**config.mk**
```make
export PLATFORM = sky130hd
export DESIGN_NAME = seg7_mux_driver
export DESIGN_NICKNAME = d
export VERILOG_FILES = /design/src/rtl/seg7_mux_driver.sv
export SDC_FILE = /design/constraint.sdc
export NUM_CORES = 1
export LEC_CHECK = 0
export ABC_AREA = 1
export CAP_MARGIN = 5
export CORE_ASPECT_RATIO = 0.8
export CORE_MARGIN = 4
export CORE_UTILIZATION = 30
export DETAILED_ROUTE_END_ITERATION = 10
export HOLD_SLACK_MARGIN = 0.02
export PLACE_DENSITY = 0.48
export SLEW_MARGIN = 20
export SYNTH_ARGS = -nofsm -noshare
export SYNTH_HDL_FRONTEND = slang
export SYNTH_SLANG_ARGS = --single-unit
export TNS_END_PERCENT = 100
```
**constraint.sdc**
```tcl
create_clock -name clk -period 2 [get_ports clk]
set_input_delay 0.4 -clock clk [delete_from_list [all_inputs] [get_ports clk]]
set_output_delay 0.4 -clock clk [all_outputs]
set_load 0.05 [all_outputs]
```
**src/rtl/seg7_mux_driver.sv**
```systemverilog
// seg7_mux_driver: N-digit time-multiplexed 7-segment driver.
// Scans packed hex digits onto a common-anode display with a blank gap between
// slots, optional leading-zero blanking and frame-coherent input capture.
module seg7_mux_driver #(
  parameter int unsigned NUM_DIGITS     = 4,
  parameter int unsigned REFRESH_DIV    = 1000,
  parameter int unsigned BLANK_CYCLES   = 1,
  parameter int unsigned SEG_ACTIVE_LOW = 0,
  parameter int unsigned AN_ACTIVE_LOW  = 1,
  localparam int unsigned IDX_W         = (NUM_DIGITS > 1) ? $clog2(NUM_DIGITS) : 1
) (
  input  logic                    clk,
  input  logic                    reset,
  input  logic                    enable,
  input  logic [4*NUM_DIGITS-1:0] value,
  input  logic [NUM_DIGITS-1:0]   dp_in,
  input  logic                    blank_lz,
  output logic [6:0]              display,
  output logic                    dp,
  output logic [NUM_DIGITS-1:0]   anode,
  output logic [IDX_W-1:0]        digit_idx
);

  localparam int unsigned VAL_W = 4 * NUM_DIGITS;
  localparam int unsigned PRE_W = $clog2(REFRESH_DIV);

  localparam logic [IDX_W-1:0]      LAST_IDX = IDX_W'(NUM_DIGITS - 1);
  localparam logic [PRE_W-1:0]      LAST_PRE = PRE_W'(REFRESH_DIV - 1);
  localparam logic                  SEG_INV  = (SEG_ACTIVE_LOW != 0);
  localparam logic                  AN_INV   = (AN_ACTIVE_LOW != 0);
  localparam logic [6:0]            SEG_OFF  = SEG_INV ? 7'h7F : 7'h00;
  localparam logic                  DP_OFF   = SEG_INV;
  localparam logic [NUM_DIGITS-1:0] AN_OFF   = AN_INV ? {NUM_DIGITS{1'b1}} : {NUM_DIGITS{1'b0}};

  logic [PRE_W-1:0]      prescaler_q, prescaler_d;
  logic [IDX_W-1:0]      digit_idx_q, digit_idx_d;
  logic [VAL_W-1:0]      shadow_val_q, shadow_val_d;
  logic [NUM_DIGITS-1:0] shadow_dp_q, shadow_dp_d;
  logic                  load_pending_q, load_pending_d;
  logic [6:0]            display_q, display_d;
  logic                  dp_q, dp_d;
  logic [NUM_DIGITS-1:0] anode_q, anode_d;

  logic                  tick_c;
  logic                  capture_c;
  logic                  in_blank_c;
  logic [3:0]            nib_c;
  logic                  dp_sel_c;
  logic                  lz_blank_c;
  logic                  zero_run_c;
  logic [6:0]            seg_c;
  logic [NUM_DIGITS-1:0] onehot_c;

  // Hex nibble to active-high abcdefg segment pattern (a = bit 6).
  function automatic logic [6:0] hex_to_seg(input logic [3:0] n);
    logic [6:0] s;
    case (n)
      4'h0:    s = 7'b1111110;
      4'h1:    s = 7'b0110000;
      4'h2:    s = 7'b1101101;
      4'h3:    s = 7'b1111001;
      4'h4:    s = 7'b0110011;
      4'h5:    s = 7'b1011011;
      4'h6:    s = 7'b1011111;
      4'h7:    s = 7'b1110000;
      4'h8:    s = 7'b1111111;
      4'h9:    s = 7'b1111011;
      4'hA:    s = 7'b1110111;
      4'hB:    s = 7'b0011111;
      4'hC:    s = 7'b1001110;
      4'hD:    s = 7'b0111101;
      4'hE:    s = 7'b1001111;
      default: s = 7'b1000111;
    endcase
    return s;
  endfunction

  // Anti-ghosting gap: anodes stay off for the first BLANK_CYCLES of a slot.
  generate
    if (BLANK_CYCLES == 0) begin : g_no_blank
      assign in_blank_c = 1'b0;
    end else begin : g_blank
      assign in_blank_c = (prescaler_q < PRE_W'(BLANK_CYCLES));
    end
  endgenerate

  // Slot prescaler and digit scan counter; both hold while disabled.
  always_comb begin
    prescaler_d = prescaler_q;
    digit_idx_d = digit_idx_q;
    tick_c      = enable && (prescaler_q == LAST_PRE);
    if (enable) begin
      prescaler_d = (prescaler_q == LAST_PRE) ? '0 : prescaler_q + PRE_W'(1);
    end
    if (tick_c) begin
      digit_idx_d = (digit_idx_q == LAST_IDX) ? '0 : digit_idx_q + IDX_W'(1);
    end
  end

  // Shadow capture on the first enabled edge after reset, then at each frame end.
  always_comb begin
    capture_c      = enable && (load_pending_q || (tick_c && (digit_idx_q == LAST_IDX)));
    shadow_val_d   = capture_c ? value : shadow_val_q;
    shadow_dp_d    = capture_c ? dp_in : shadow_dp_q;
    load_pending_d = load_pending_q && !enable;
  end

  // Select the current digit's nibble/dp and evaluate leading-zero blanking.
  always_comb begin
    nib_c      = 4'h0;
    dp_sel_c   = 1'b0;
    lz_blank_c = 1'b0;
    zero_run_c = 1'b1;
    for (int i = NUM_DIGITS - 1; i >= 0; i--) begin
      zero_run_c = zero_run_c && (shadow_val_q[4*i +: 4] == 4'h0);
      if (IDX_W'(i) == digit_idx_q) begin
        nib_c      = shadow_val_q[4*i +: 4];
        dp_sel_c   = shadow_dp_q[i];
        lz_blank_c = blank_lz && zero_run_c && (i != 0);
      end
    end
  end

  // Next output register values with pin polarity applied last.
  always_comb begin
    anode_d   = AN_OFF;
    onehot_c  = NUM_DIGITS'(1) << digit_idx_q;
    seg_c     = lz_blank_c ? 7'h00 : hex_to_seg(nib_c);
    display_d = SEG_INV ? ~seg_c : seg_c;
    dp_d      = SEG_INV ? ~dp_sel_c : dp_sel_c;
    if (enable && !in_blank_c) begin
      anode_d = AN_INV ? ~onehot_c : onehot_c;
    end
  end

  // State and output registers with asynchronous reset.
  always_ff @(posedge clk or posedge reset) begin
    if (reset) begin
      prescaler_q    <= '0;
      digit_idx_q    <= '0;
      shadow_val_q   <= '0;
      shadow_dp_q    <= '0;
      load_pending_q <= 1'b1;
      display_q      <= SEG_OFF;
      dp_q           <= DP_OFF;
      anode_q        <= AN_OFF;
    end else begin
      prescaler_q    <= prescaler_d;
      digit_idx_q    <= digit_idx_d;
      shadow_val_q   <= shadow_val_d;
      shadow_dp_q    <= shadow_dp_d;
      load_pending_q <= load_pending_d;
      display_q      <= display_d;
      dp_q           <= dp_d;
      anode_q        <= anode_d;
    end
  end

  assign display   = display_q;
  assign dp        = dp_q;
  assign anode     = anode_q;
  assign digit_idx = digit_idx_q;

endmodule

```
== Word-level counts from Yosys, hierarchy flattened ==
Memory sizes are Yosys's and may differ from the RTL's.
Cells that the tools add are included.

* Register bits after elaboration: 45
* Memory bits (read-only): 112
* Input bits: 24
* Memories kept: 1

* $add $sub $neg: 2
* Magnitude comparators: 1
* Equality and inequality tests: 5
* Shift-type cells: 1
* Muxes and demuxes: 16
* Bitwise gates (word level): 1
* Reduce and logical (&&, ||, !) cells: 17

{| class="wikitable"
|+ Memory list
! memory !! words !! width !! read ports !! clocked after Yosys merged registers in !! wr ports !! RTL line !! source
|-
| (no name shown) || 16 || 7 || 1 || 0 || 0 || 57 || <nowiki>case (n)</nowiki>
|}

{| class="wikitable"
|+ Operators with widths
! operator !! count
|-
| two-way mux 4 bit || 5
|-
| zero test 4 bit || 3
|-
| adder 10 x 1 -> 10 bit, second input constant || 1
|-
| == test 10 bit, second input constant || 1
|-
| logical AND 1 bit || 10
|-
| < comparator 10 x 1 -> 1 bit, second input constant || 1
|-
| two-way mux 10 bit || 1
|-
| two-way mux 1 bit || 8
|-
| two-way mux 7 bit || 1
|-
| == test 2 bit, first input constant || 2
|-
| inverter 4 bit || 1
|-
| << shifter 1 x 2 -> 4 bit, first input constant || 1
|-
| adder 2 x 1 -> 2 bit, second input constant || 1
|-
| == test 1 x 2 -> 1 bit, first input constant || 1
|-
| == test 2 bit, second input constant || 1
|-
| zero test 1 bit || 2
|-
| zero test 2 bit || 1
|-
| two-way mux 2 bit || 1
|-
| logical OR 1 bit || 1
|}

== Logic depth before layout (Yosys ltp) ==
* Depth in word-level cells: 7
* Gate-level depth with buffers: 15

== Worst setup path before layout ==
No wires, ideal clock.

* Path type: reg-to-reg
* Start point: register digit_idx_q[0] (netlist: digit_idx[0])
* End point: register display_q[3] (netlist: display[3])
* Arrival: 2.198 ns
* Slack: -0.269 ns
* Stages on the path, launching flop included: 13
* Path buffers: 1
* Clock period less this slack: 2.269 ns
* Path through: dfrtp_1 inv_1 ha_1 buf_4 a21oi_1 nand2_1 a21oi_1 ha_1 inv_1 nand2_1 nand3_1 nand2_1 nor2_1

* Longest elaborated chain between the ends: 7

{| class="wikitable"
|+ RTL lines
! what !! RTL line !! source
|-
| start, declared || 36 || <nowiki>logic [IDX_W-1:0] digit_idx_q, digit_idx_d;</nowiki>
|-
| start signal, assigned || 149 || <nowiki>digit_idx_q <= digit_idx_d;</nowiki>
|-
| == test 2 bit || 116 || <nowiki>if (IDX_W'(i) == digit_idx_q) begin</nowiki>
|-
| two-way mux 4 bit (4 in a row) || 116 ||
|-
| memory read (16 x 7 bit) || -- ||
|-
| two-way mux 7 bit * || 128 || <nowiki>seg_c = lz_blank_c ? 7'h00 : hex_to_seg(nib_c);</nowiki>
|-
| net display_d[3] || 40 || <nowiki>logic [6:0] display_q, display_d;</nowiki>
|-
| end signal, assigned || 153 || <nowiki>display_q <= display_d;</nowiki>
|-
| end, declared || 40 ||
|}

Mark *: on every way through the listed nets, which the timed path passes. The rest lies on a longest branch.
A chain may end at the register's enable or synchronous reset.

== Worst setup path after layout ==
Ends and elaborated chain as after synthesis.

==> flow_metrics.env <==
export IMPL_sequential_fraction_of_the_synthesis_area_pct=48.1
export IMPL_die_area_sq_um=9330
export IMPL_synth_simple_gate_area_share_pct=31.1
export IMPL_maxSlewViolCount=0
export IMPL_antenna_violations_before_repair=0
export IMPL_worstReg2RegEnd="display[3]"
export IMPL_worst_path_max_fanout=9
export IMPL_register_clock_pin_slew_on_the_reported_worst_setup_and_hold_paths_ns=0.08
export IMPL_critPathMaxStageDelay_ns=0.45
export IMPL_cp_data_required_time_ns=2.23
export IMPL_synth_compound_area_share_pct=6.91
export IMPL_numPortBuffers=37
export IMPL_place_detailed_hpwl_microns=3980
export IMPL_mappedNetlistArea_sq_um=2350
export IMPL_layout_area_overhead_vs_synth_pct=31.1
export IMPL_first_global_vias=2010
export IMPL_cp_common_cell="sky130_fd_sc_hd__nand2_1"
export IMPL_post_synth_arst_share_pct=100
export IMPL_worst_r2r_path_depth=13
export IMPL_net_count_after_synthesis=338
export IMPL_layout_cells_most_common_list="sky130_fd_sc_hd__nand2_1, sky130_fd_sc_hd__dfrtp_1, sky130_fd_sc_hd__nand3_1, sky130_fd_sc_hd__clkdlybuf4s50_1, sky130_fd_sc_hd__inv_1"
export IMPL_most_common_cell_after_layout_fill_and_taps_aside="sky130_fd_sc_hd__nand2_1"
export IMPL_synth_edff_count=0
export IMPL_num_antenna_cells=0
export IMPL_fp_dieW_microns=107
export IMPL_cts_htree_levels=2
export IMPL_die_y_microns=87.2
export IMPL_setup_viol=0
export IMPL_clkSinkCount=45
export IMPL_fin_ws_ns=0.140
export IMPL_setup_crit_end_kind="flop"
export IMPL_run_status="finished, final reports clean"
export IMPL_critPathArrivalTime_ns=2.09
export IMPL_ys_dominant_reg_cell="sky130_fd_sc_hd__dfrtp_1"
export IMPL_leakage_uw=0.00154
export IMPL_initial_core_util_pct=31.4
export IMPL_grt_total_usage_pct=12.6
export IMPL_power_uw=2380
export IMPL_synth_cell_types=28
export IMPL_max_vdd_ir_drop_mv=0.275
export IMPL_drt_first_pass_iters=4
export IMPL_worstPathCellList="inv_4 > ha_4 > buf_6 > a21oi_2 > nand2_2 > nand2_4 > inv_2 > ha_1 > inv_1 > nand2_1 > nand3_1 > nand2_1 > nor2_1"
export IMPL_yosys_warnings=0
export IMPL_finalWirelength_microns=5460
export IMPL_globalplace_congestion=0.832
export IMPL_fin_nets=388
export IMPL_dpl_worst_slack_ns=-0.0364
export IMPL_critical_path_startpoint_type="flop"
export IMPL_fillers=795
export IMPL_route_vias_total=2020
export IMPL_max_slew_margin_rel_pct=66.9
export IMPL_yosysTopAreaCellShare_pct=42.6
export IMPL_drt_drc_violations_left=0
export IMPL_yosys_area_share_xor_xnor_pct=0.372
export IMPL_detailedRoute_firstIterationViolations=59
export IMPL_rows=28
export IMPL_critPathSlowestCell="sky130_fd_sc_hd__dfrtp_2"
export IMPL_r2r_start="digit_idx[0]"
export IMPL_avgSynthCellArea_sq_um=7.79
export IMPL_grt_pass1_wl_microns=9360
export IMPL_cts_tree="done"
export IMPL_synth_top_family_by_area="simple AND/OR/NAND/NOR gates"
export IMPL_post_synth_main_area_contributors="sky130_fd_sc_hd__dfrtp_1, sky130_fd_sc_hd__nand2_1, sky130_fd_sc_hd__nand3_1, sky130_fd_sc_hd__ha_1, sky130_fd_sc_hd__dfstp_2"
export IMPL_finalHoldViolCount=0
export IMPL_share_of_synthesized_cell_area_in_full_adder_half_adder_and_majority_cells_pct=6.38
export IMPL_ios=38
export IMPL_synth_top_area_cell="sky130_fd_sc_hd__dfrtp_1"
export IMPL_crit_path_start="digit_idx[0]"
export IMPL_worstMarginPinSlew_ns=0.495
export IMPL_post_route_cells_drive_above_1_share_pct=16.7
export IMPL_critPathCapture="display[3]"
export IMPL_max_freq_ghz=0.538
export IMPL_mean_routed_wirelength_per_cell_microns=11.9
export IMPL_max_cap_violations=0
export IMPL_final_cycle_utilization_of_the_critical_path_pct=93.0
export IMPL_remaining_global_route_overflow=0
export IMPL_cts_root_buf="sky130_fd_sc_hd__clkbuf_8"
export IMPL_viasPerCell=4.41
export IMPL_core_area_sq_um=7500
export IMPL_detail_route_antenna_nets=0
export IMPL_syn_inst=302
export IMPL_min_path_type="primary input to asynchronous set/reset pin"
export IMPL_cts_made_buffers=5
export IMPL_setup_worst_path_class="flop to flop"
export IMPL_synth_seq_cells=45
export IMPL_p_per_area_nw_per_um2=771
export IMPL_grt_start_max_net_pins=46
export IMPL_worst_skew_pair_later_pin_latency_ns=0.29
export IMPL_cts_path_max_buffers=2
export IMPL_grt_setup_unrepaired="false"
export IMPL_timing_final_crit_period_ns=1.86
export IMPL_r2r_slack_ns=0.14
export IMPL_synth_mux_area_fraction_pct=0
export IMPL_worst_clock_skew_ns=0.00635
==> worst max-delay path: cells and delay by family, from the launching register on <==
kind                       cells  cell delay [ns]
DFF                            1             0.45
buffers and inverters          4             0.31
adders and majority gates      2             0.45
AOI/OAI and AO/OA              1             0.11
and+or+nand+nor                6             0.46
==> state kept, by name (all words and copies together), names as in the netlist <==
register and flops:
anode 4, display 7, digit_idx 2, load_pending_q 1, shadow_dp_q 4, dp 1
prescaler_q 10, shadow_val_q 16
==> stage by stage <==
step	cells	area [sq um]	hold slack, ns	setup TNS [ns]	utilization [%]
final	458	3080	0.457	0	41.1
after global routing	458	3080	0.483	0	41.1
after CTS	455	3000	0.467	0	40.0
after detailed placement	445	2890	0.466	-0.0364	38.6
after global placement	445	2890	0.458	0	38.6
after floorplan	302	2360	0.434	0	-
==> cell type report <==
class	count	area (sq um)	share of cell area (%)
Sequential cell	45	1130	36.8
Inverter	31	121	3.94
Tap cell	105	131	4.26
Clock inverter	2	10.0	0.325
Timing Repair Buffer	53	492	15.9
Clock buffer	6	72.6	2.35
Multi-Input combinational cell	216	1120	36.4
==> per-layer routing <==
metal / global-route usage, % / vias to the layer above / share of wire (%)
met5: 0 / - / 0
met4: 3.83 / 0 / 1.6
met3: 3.11 / 7 / 4.1
met2: 19.4 / 39 / 41
met1: 17.5 / 915 / 53
li1: - / 1059 / -
==> cells by family (layout without fill, tap and decap cells) <==
group                      after synthesis  in the layout
AOI/OAI and AO/OA                       30             30
xor gates and xnor gates                 1              1
adders and majority gates               12             12
buffers and inverters                   41             92
DFF                                     45             45
and+or+nand+nor                        173            173
==> synth_stat cells, types with 2 or more instances <==
library cell and count:
sky130_fd_sc_hd__ha_1 12, sky130_fd_sc_hd__nor3_1 4, sky130_fd_sc_hd__o21ai_0 9, sky130_fd_sc_hd__nor2_1 23, sky130_fd_sc_hd__buf_2 7, sky130_fd_sc_hd__dfstp_2 5
sky130_fd_sc_hd__dfrtp_1 40, sky130_fd_sc_hd__nand2_1 101, sky130_fd_sc_hd__or2_2 3, sky130_fd_sc_hd__nand3_1 34, sky130_fd_sc_hd__and3_1 2, sky130_fd_sc_hd__inv_1 31
sky130_fd_sc_hd__a21oi_1 16
==> power by group <==
group          internal, uW  leakage [uW]  switching (uW)
sequential             1040      0.000551             112
clock                   243     0.0000450             305
combinational           271      0.000943             404
==> how the worst min path moves through the flow <==
stage / slack (ns) / to
after detailed placement: 0.47 / shadow_val_q[3]
after floorplan: 0.43 / shadow_val_q[1]
after CTS: 0.47 / shadow_val_q[13]
after global placement: 0.46 / shadow_val_q[10]
after global routing: 0.48 / shadow_val_q[2]
final: 0.46 / prescaler_q[3]
==> what timing repair did <==
| item | in CTS | in global routing |
|---|---|---|
| endpoints found under the hold margin | 0 | 0 |
| buffers inserted | 2 | 3 |
| resized for setup | 2 | 18 |
| hold buffers | 0 | 0 |
| pin swaps | 1 | 5 |
| endpoints found under the setup margin | 2 | 7 |
Note: power is estimated with default switching activity, not from simulation.
==> patch 1 (same flow settings) <==
Change the parameter `BLANK_CYCLES` from 1 to 0.
--- a/src/rtl/seg7_mux_driver.sv
+++ b/src/rtl/seg7_mux_driver.sv
@@ -4,7 +4,7 @@
 module seg7_mux_driver #(
   parameter int unsigned NUM_DIGITS     = 4,
   parameter int unsigned REFRESH_DIV    = 1000,
-  parameter int unsigned BLANK_CYCLES   = 1,
+  parameter int unsigned BLANK_CYCLES   = 0,
   parameter int unsigned SEG_ACTIVE_LOW = 0,
   parameter int unsigned AN_ACTIVE_LOW  = 1,
   localparam int unsigned IDX_W         = (NUM_DIGITS > 1) ? $clog2(NUM_DIGITS) : 1
Function: changed (a bounded check fails within 4 cycles, from zero or initial values and one cycle with reset high).
==> patch 1 against the unedited design <==
Sequential cell count did not move; synthesized area is 0.16% higher; global-route usage shrank 0.19 points; clock skew grew 1.4 ps; via count shrank 7.0%; core utilization fell by 0.91 points; routed wire length down 2.1%; total power up 2.0%; count of clock-buffer cells in the layout up 1; design area down 1.7%; hold slack worse by 92 ps; setup slack got worse by 11 ps.
==> patch 1: results (changes against the unedited design) <==
The critical path's largest stage delay works out to 470 ps (+20 ps). For the total placed cells including tap cells, the log shows 425 (-4.5%). The post-synth net total is 316 (-6.5%).

The switching power summed over all nets is 834 µW (+1.5%). The run finished with clean final reports. By count the netlist is led by sky130_fd_sc_hd__nand2_1, sky130_fd_sc_hd__dfrtp_1, sky130_fd_sc_hd__inv_1.

The share of layout cells above drive strength 1 came out at 18.2% (+1.5 points). The tools report the detailed router's first-iteration violation count as 76 (+29%). Ranked by total cell area, the synthesized netlist is headed by sky130_fd_sc_hd__dfrtp_1, sky130_fd_sc_hd__nand2_1, sky130_fd_sc_hd__ha_1, sky130_fd_sc_hd__dfstp_2, sky130_fd_sc_hd__inv_1. The run gives 330 µm (+49%) as the amount of wire on met3 after detailed routing.

For the count of cell types in the netlist, the log shows 30 (+7.1%). The post-synthesis adder-cell area fraction was 5.84% (-0.54 points); the total routing resource utilization after global routing was 12.4% (-0.19 points). The run gives 1903 (-5.3%) as the number of global-route vias before repair.

The total routed wirelength was 5340 µm (-2.1%); the maximum VDD drop was 230 µV (-16%). The wire length of the first global-routing pass is 9090 µm (-2.9%). The logs give 0.875 (+5.1%) for the weighted congestion reported at the end of routability-driven placement and 281 (-7.0%) for the number of instances in the synthesized netlist. The logs give 66.5% (-0.37 points) for the worst slew margin relative to its limit and 48.1% (-0.077 points) for the share of synthesized area occupied by flip-flops and latches.

Pin count of the biggest net entering global routing: 35 (-24%). The logs give 3990 µm (+0.34%) for the post-DP HPWL and 0.00111 mm² (-1.0%) for the multi-input gate area in the final layout. The tools report the routed metal-1 wirelength as 2790 µm (-4.0%).

The average detailed-routed wire length per instance is 12.3 µm (+3.3%), and the total length of routed met2 wires is 2140 µm (-4.5%). The compound-cell area share of the yosys netlist is 10.4% (+3.4 points). The tools report the data arrival at the endpoint of the critical path as 2110 ps (+20 ps). The logs give -16.0 ps (+20.4 ps) for the pre-CTS setup slack and 810 (+1.9%) for the number of filler instances in the final layout.
-- patch 1: changes by cell type after synthesis, sizes merged, moves of 2 or more --
cell    before  now
or2          3    0
nor2        24   19
nand2      102   91
nand3b       0    2
nand3       35   21
nand4        1    3
a21oi       16   20
o21ai       10   18
xnor2        0    2
-- patch 1: layout make-up --
class | count | share of cell area, %
clock inverters | 1 | 0.165
clock buffers | 7 | 2.52
well taps | 105 | 4.34
flip-flops and latches | 45 | 37.5
repair buffers | 48 | 14.9
inverters | 31 | 4.01
multi-input cells | 197 | 36.6
-- patch 1: worst register-to-register path: cells and delay by family, from the launching register on --
kind / cells / cell delay (ps)
buffers and inverters: 3 / 240
adders and majority gates: 2 / 440
and+or+nand+nor: 6 / 600
DFF: 1 / 470
AOI/OAI and AO/OA: 1 / 60
-- patch 1: cells by family after synthesis --
kind of cell / Yosys count
xor+xnor: 3
simple gates: 142
compound gates: 41
flops: 45
fa+ha+maj: 11
buf+inv: 39
-- patch 1: power by group through the flow --
stage	registers (µW)	clock network, µW	logic [µW]
after floorplan	1300	0	359
after global placement	1170	0	719
after detailed placement	1170	0	717
after CTS	1150	572	720
after global routing	1180	608	807
final	1160	547	725
-- patch 1: worst paths after layout --
kind / startpoint / end / slack (ps) / cells after the start
min: reset / shadow_val_q[7] / 360 / 2
max in group asynchronous: reset / anode[2] / 1080 / 3
min in group clk: load_pending_q / load_pending_q / 440 / 2
max: digit_idx[1] / display[3] / 130 / 12
max reg2reg: digit_idx[1] / display[3] / 130 / 12
min reg2reg: load_pending_q / load_pending_q / 440 / 2
-- patch 1: repair_timing --
action / 4_1_cts / 5_1_grt
buffers inserted: 0 / 1
endpoints found under the setup margin: 2 / 5
endpoints found under the hold margin: 0 / 0
pin swaps: 0 / 1
resized for setup: 1 / 9
-- patch 1: per-stage QoR --
step                hold WS, ps  TNS [ps]  total power (µW)
floorplan                   419         0              1660
global placement            427         0              1890
detailed placement          431     -18.6              1890
CTS                         367         0              2450
global route                391     -9.38              2590
finish                      364         0              2430
-- patch 1: metal layers --
metal  track usage, %  up-vias
li1                 -      989
met1             17.6      833
met2             18.1       47
met3             3.11        9
met4             4.88        0
met5                0        -
==> patch 2 (same settings) <==
Without the edit above. `shadow_val_q` no longer has a reset.
--- a/src/rtl/seg7_mux_driver.sv
+++ b/src/rtl/seg7_mux_driver.sv
@@ -138,7 +138,6 @@
     if (reset) begin
       prescaler_q    <= '0;
       digit_idx_q    <= '0;
-      shadow_val_q   <= '0;
       shadow_dp_q    <= '0;
       load_pending_q <= 1'b1;
       display_q      <= SEG_OFF;
@@ -147,13 +146,16 @@
     end else begin
       prescaler_q    <= prescaler_d;
       digit_idx_q    <= digit_idx_d;
-      shadow_val_q   <= shadow_val_d;
       shadow_dp_q    <= shadow_dp_d;
       load_pending_q <= load_pending_d;
       display_q      <= display_d;
       dp_q           <= dp_d;
       anode_q        <= anode_d;
     end
+  end
+
+  always_ff @(posedge clk) begin
+    shadow_val_q <= shadow_val_d;
   end
 
   assign display   = display_q;
Check against the original RTL: not equivalent (Yosys sat finds a counterexample within 4 cycles, from zero or initial values and one cycle with reset high).
==> patch 2 against the unedited design <==
Sequential cell count is the same; design area grew 0.24%; routed wire length shrank 5.5%; core utilization grew 0.49 points; global-route usage shrank 0.69 points; synthesized area shrank 1.8%; setup slack lost 39 ps; critical path type unchanged; largest cell class unchanged.
Power is not compared: it rests on default switching activity, and its combinational part moved more than twofold at a synthesized area within 25%.
==> patch 2: results (changes against the unedited design) <==
The run gives 2 (unchanged) as the H-tree depth. Clock tree skew after final layout: 11.7 ps (+5.32 ps). The critical path startpoint is digit_idx[0]. The tools report the pin count of the biggest net entering global routing as 30 (-35%).

Portion of the clock cycle consumed by the worst path in the final layout: 94.9% (+2.0 points). Yosys attributes the largest share of cell area to sky130_fd_sc_hd__dfrtp_1, sky130_fd_sc_hd__edfxtp_1, sky130_fd_sc_hd__nand2_1, sky130_fd_sc_hd__ha_1, sky130_fd_sc_hd__dfstp_2. The post-synth net total was 292 (-14%). The run gives 4 (unchanged) as the total iterations of the first detailed-routing run.

The non-filler instance count after layout was 420 (-8.3%); the count of cell types in the netlist was 33 (+18%). The run gives 5.46 ps (+41.8 ps) as the pre-CTS setup slack. The tools report the post-DP HPWL as 3920 µm (-1.3%). The leakage dissipation came out at 0.00134 µW. The count of cells along the worst register-to-register path is 11 (-2), and the number of enable-type register cells in the synthesized netlist is 16 (+16). The tools report the total via count after detailed routing as 1825 (-9.7%). The share of layout cells above drive strength 1 came out at 24.1% (+7.4 points).

The commonest cells after synthesis are sky130_fd_sc_hd__nand2_1, sky130_fd_sc_hd__inv_1, sky130_fd_sc_hd__dfrtp_1. The number of filler instances in the final layout was 778 (-2.1%). The tools report the multi-input gate area in the final layout as 0.00102 mm² (-8.6%). The average detailed-routed wire length per instance was 12.3 µm (+3.1%); the total placed cells including tap cells was 408 (-8.3%).

The tools report the number of instances in the synthesized netlist as 256 (-15%). Clock tree synthesis selected as its root buffer the cell sky130_fd_sc_hd__clkbuf_8. The initial antenna violation count was 0 (unchanged).

The share of async-settable or async-resettable flops after synthesis came out at 64.4% (-36 points). The share of synthesized area occupied by flip-flops and latches is 52.5% (+4.4 points), and the total routing resource utilization after global routing is 11.9% (-0.69 points). The flow ran to the end, and the final reports show no timing, DRC or antenna violations.

The placed cell area was 0.00291 mm² (+0.43%). The worst slew margin relative to its limit is 66.4% (-0.54 points), and the data arrival at the endpoint of the critical path is 2120 ps (+30 ps). Register-to-register path setup slack: 100 ps (-40 ps). The net count of the finished layout was 350 (-9.8%); the weighted congestion reported at the end of routability-driven placement was 0.785 (-5.6%). The peak fanout along the critical path came out at 6 (-3). The final hold slack is 482 ps (+25.7 ps). The detailed router's first-iteration violation count came out at 46 (-22%).

The wire length of the first global-routing pass is 8710 µm (-6.9%).
-- patch 2: changes by cell type in the layout (fill, tap and decap cells not counted), moves of 6 or more --
cell                       before  now
sky130_fd_sc_hd__nand3_1       34   10
sky130_fd_sc_hd__nand2_1       99   59
sky130_fd_sc_hd__a21oi_1       14   20
sky130_fd_sc_hd__edfxtp_1       0   16
sky130_fd_sc_hd__dfrtp_1       38   22
sky130_fd_sc_hd__buf_4         20   26
sky130_fd_sc_hd__nor2_1        21   15
sky130_fd_sc_hd__nand2_2        2    8
-- patch 2: routing by layer --
| layer | vias up | part of all wire (%) | GRT usage [%] |
|---|---|---|---|
| met1 | 829 | 53 | 17.2 |
| met5 | - | 0 | 0 |
| li1 | 957 | - | - |
| met4 | 0 | 0.74 | 2.82 |
| met3 | 4 | 4.5 | 3.05 |
| met2 | 35 | 42 | 17.8 |
-- patch 2: area by class of cell --
class / count / area share [%]
timing repair buffer: 57 / 16.4
multi-input combinational: 173 / 33.2
clock buffer: 6 / 2.35
tap: 105 / 4.25
clock inverter: 2 / 0.486
sequential: 45 / 39.3
inverter: 32 / 4.09
-- patch 2: kinds of logic (layout without fill, tap and decap cells) --
family | Yosys count | count (layout) | share of synthesized area (%)
and+or+nand+nor | 118 | 118 | 23.8
adders and majority gates | 12 | 12 | 6.50
buffers and inverters | 38 | 97 | 7.04
muxes | 1 | 1 | 0.650
DFF | 45 | 45 | 52.5
AOI/OAI and AO/OA | 42 | 42 | 9.53
-- patch 2: repair_timing --
action / 4_1_cts / 5_1_grt
resized for setup: 0 / 17
endpoints found under the setup margin: 1 / 7
endpoints found under the hold margin: 0 / 0
buffers inserted: 2 / 2
pin swaps: 1 / 6
hold buffers: 0 / 0
-- patch 2: worst max-delay path: stages (launching register included) --
cell and delay [ps]:
sky130_fd_sc_hd__dfrtp_2 490, sky130_fd_sc_hd__inv_4 120, sky130_fd_sc_hd__ha_4 180, sky130_fd_sc_hd__inv_2 50
sky130_fd_sc_hd__nand3_1 80, sky130_fd_sc_hd__nand2_2 80, sky130_fd_sc_hd__a21oi_4 200, sky130_fd_sc_hd__ha_1 250
sky130_fd_sc_hd__nand3b_1 150, sky130_fd_sc_hd__nand2_1 90, sky130_fd_sc_hd__o21ai_1 60, sky130_fd_sc_hd__nor2_1 90
-- patch 2: power by group through the flow --
stage,sequential (µW),clock [µW],combinational [µW]
3_5_place_dp,1350,0,2140
6_report,1350,560,2300
2_1_floorplan,1690,0,1180
4_1_cts,1330,590,2200
5_1_grt,1380,618,2560
3_3_place_gp,1350,0,2130
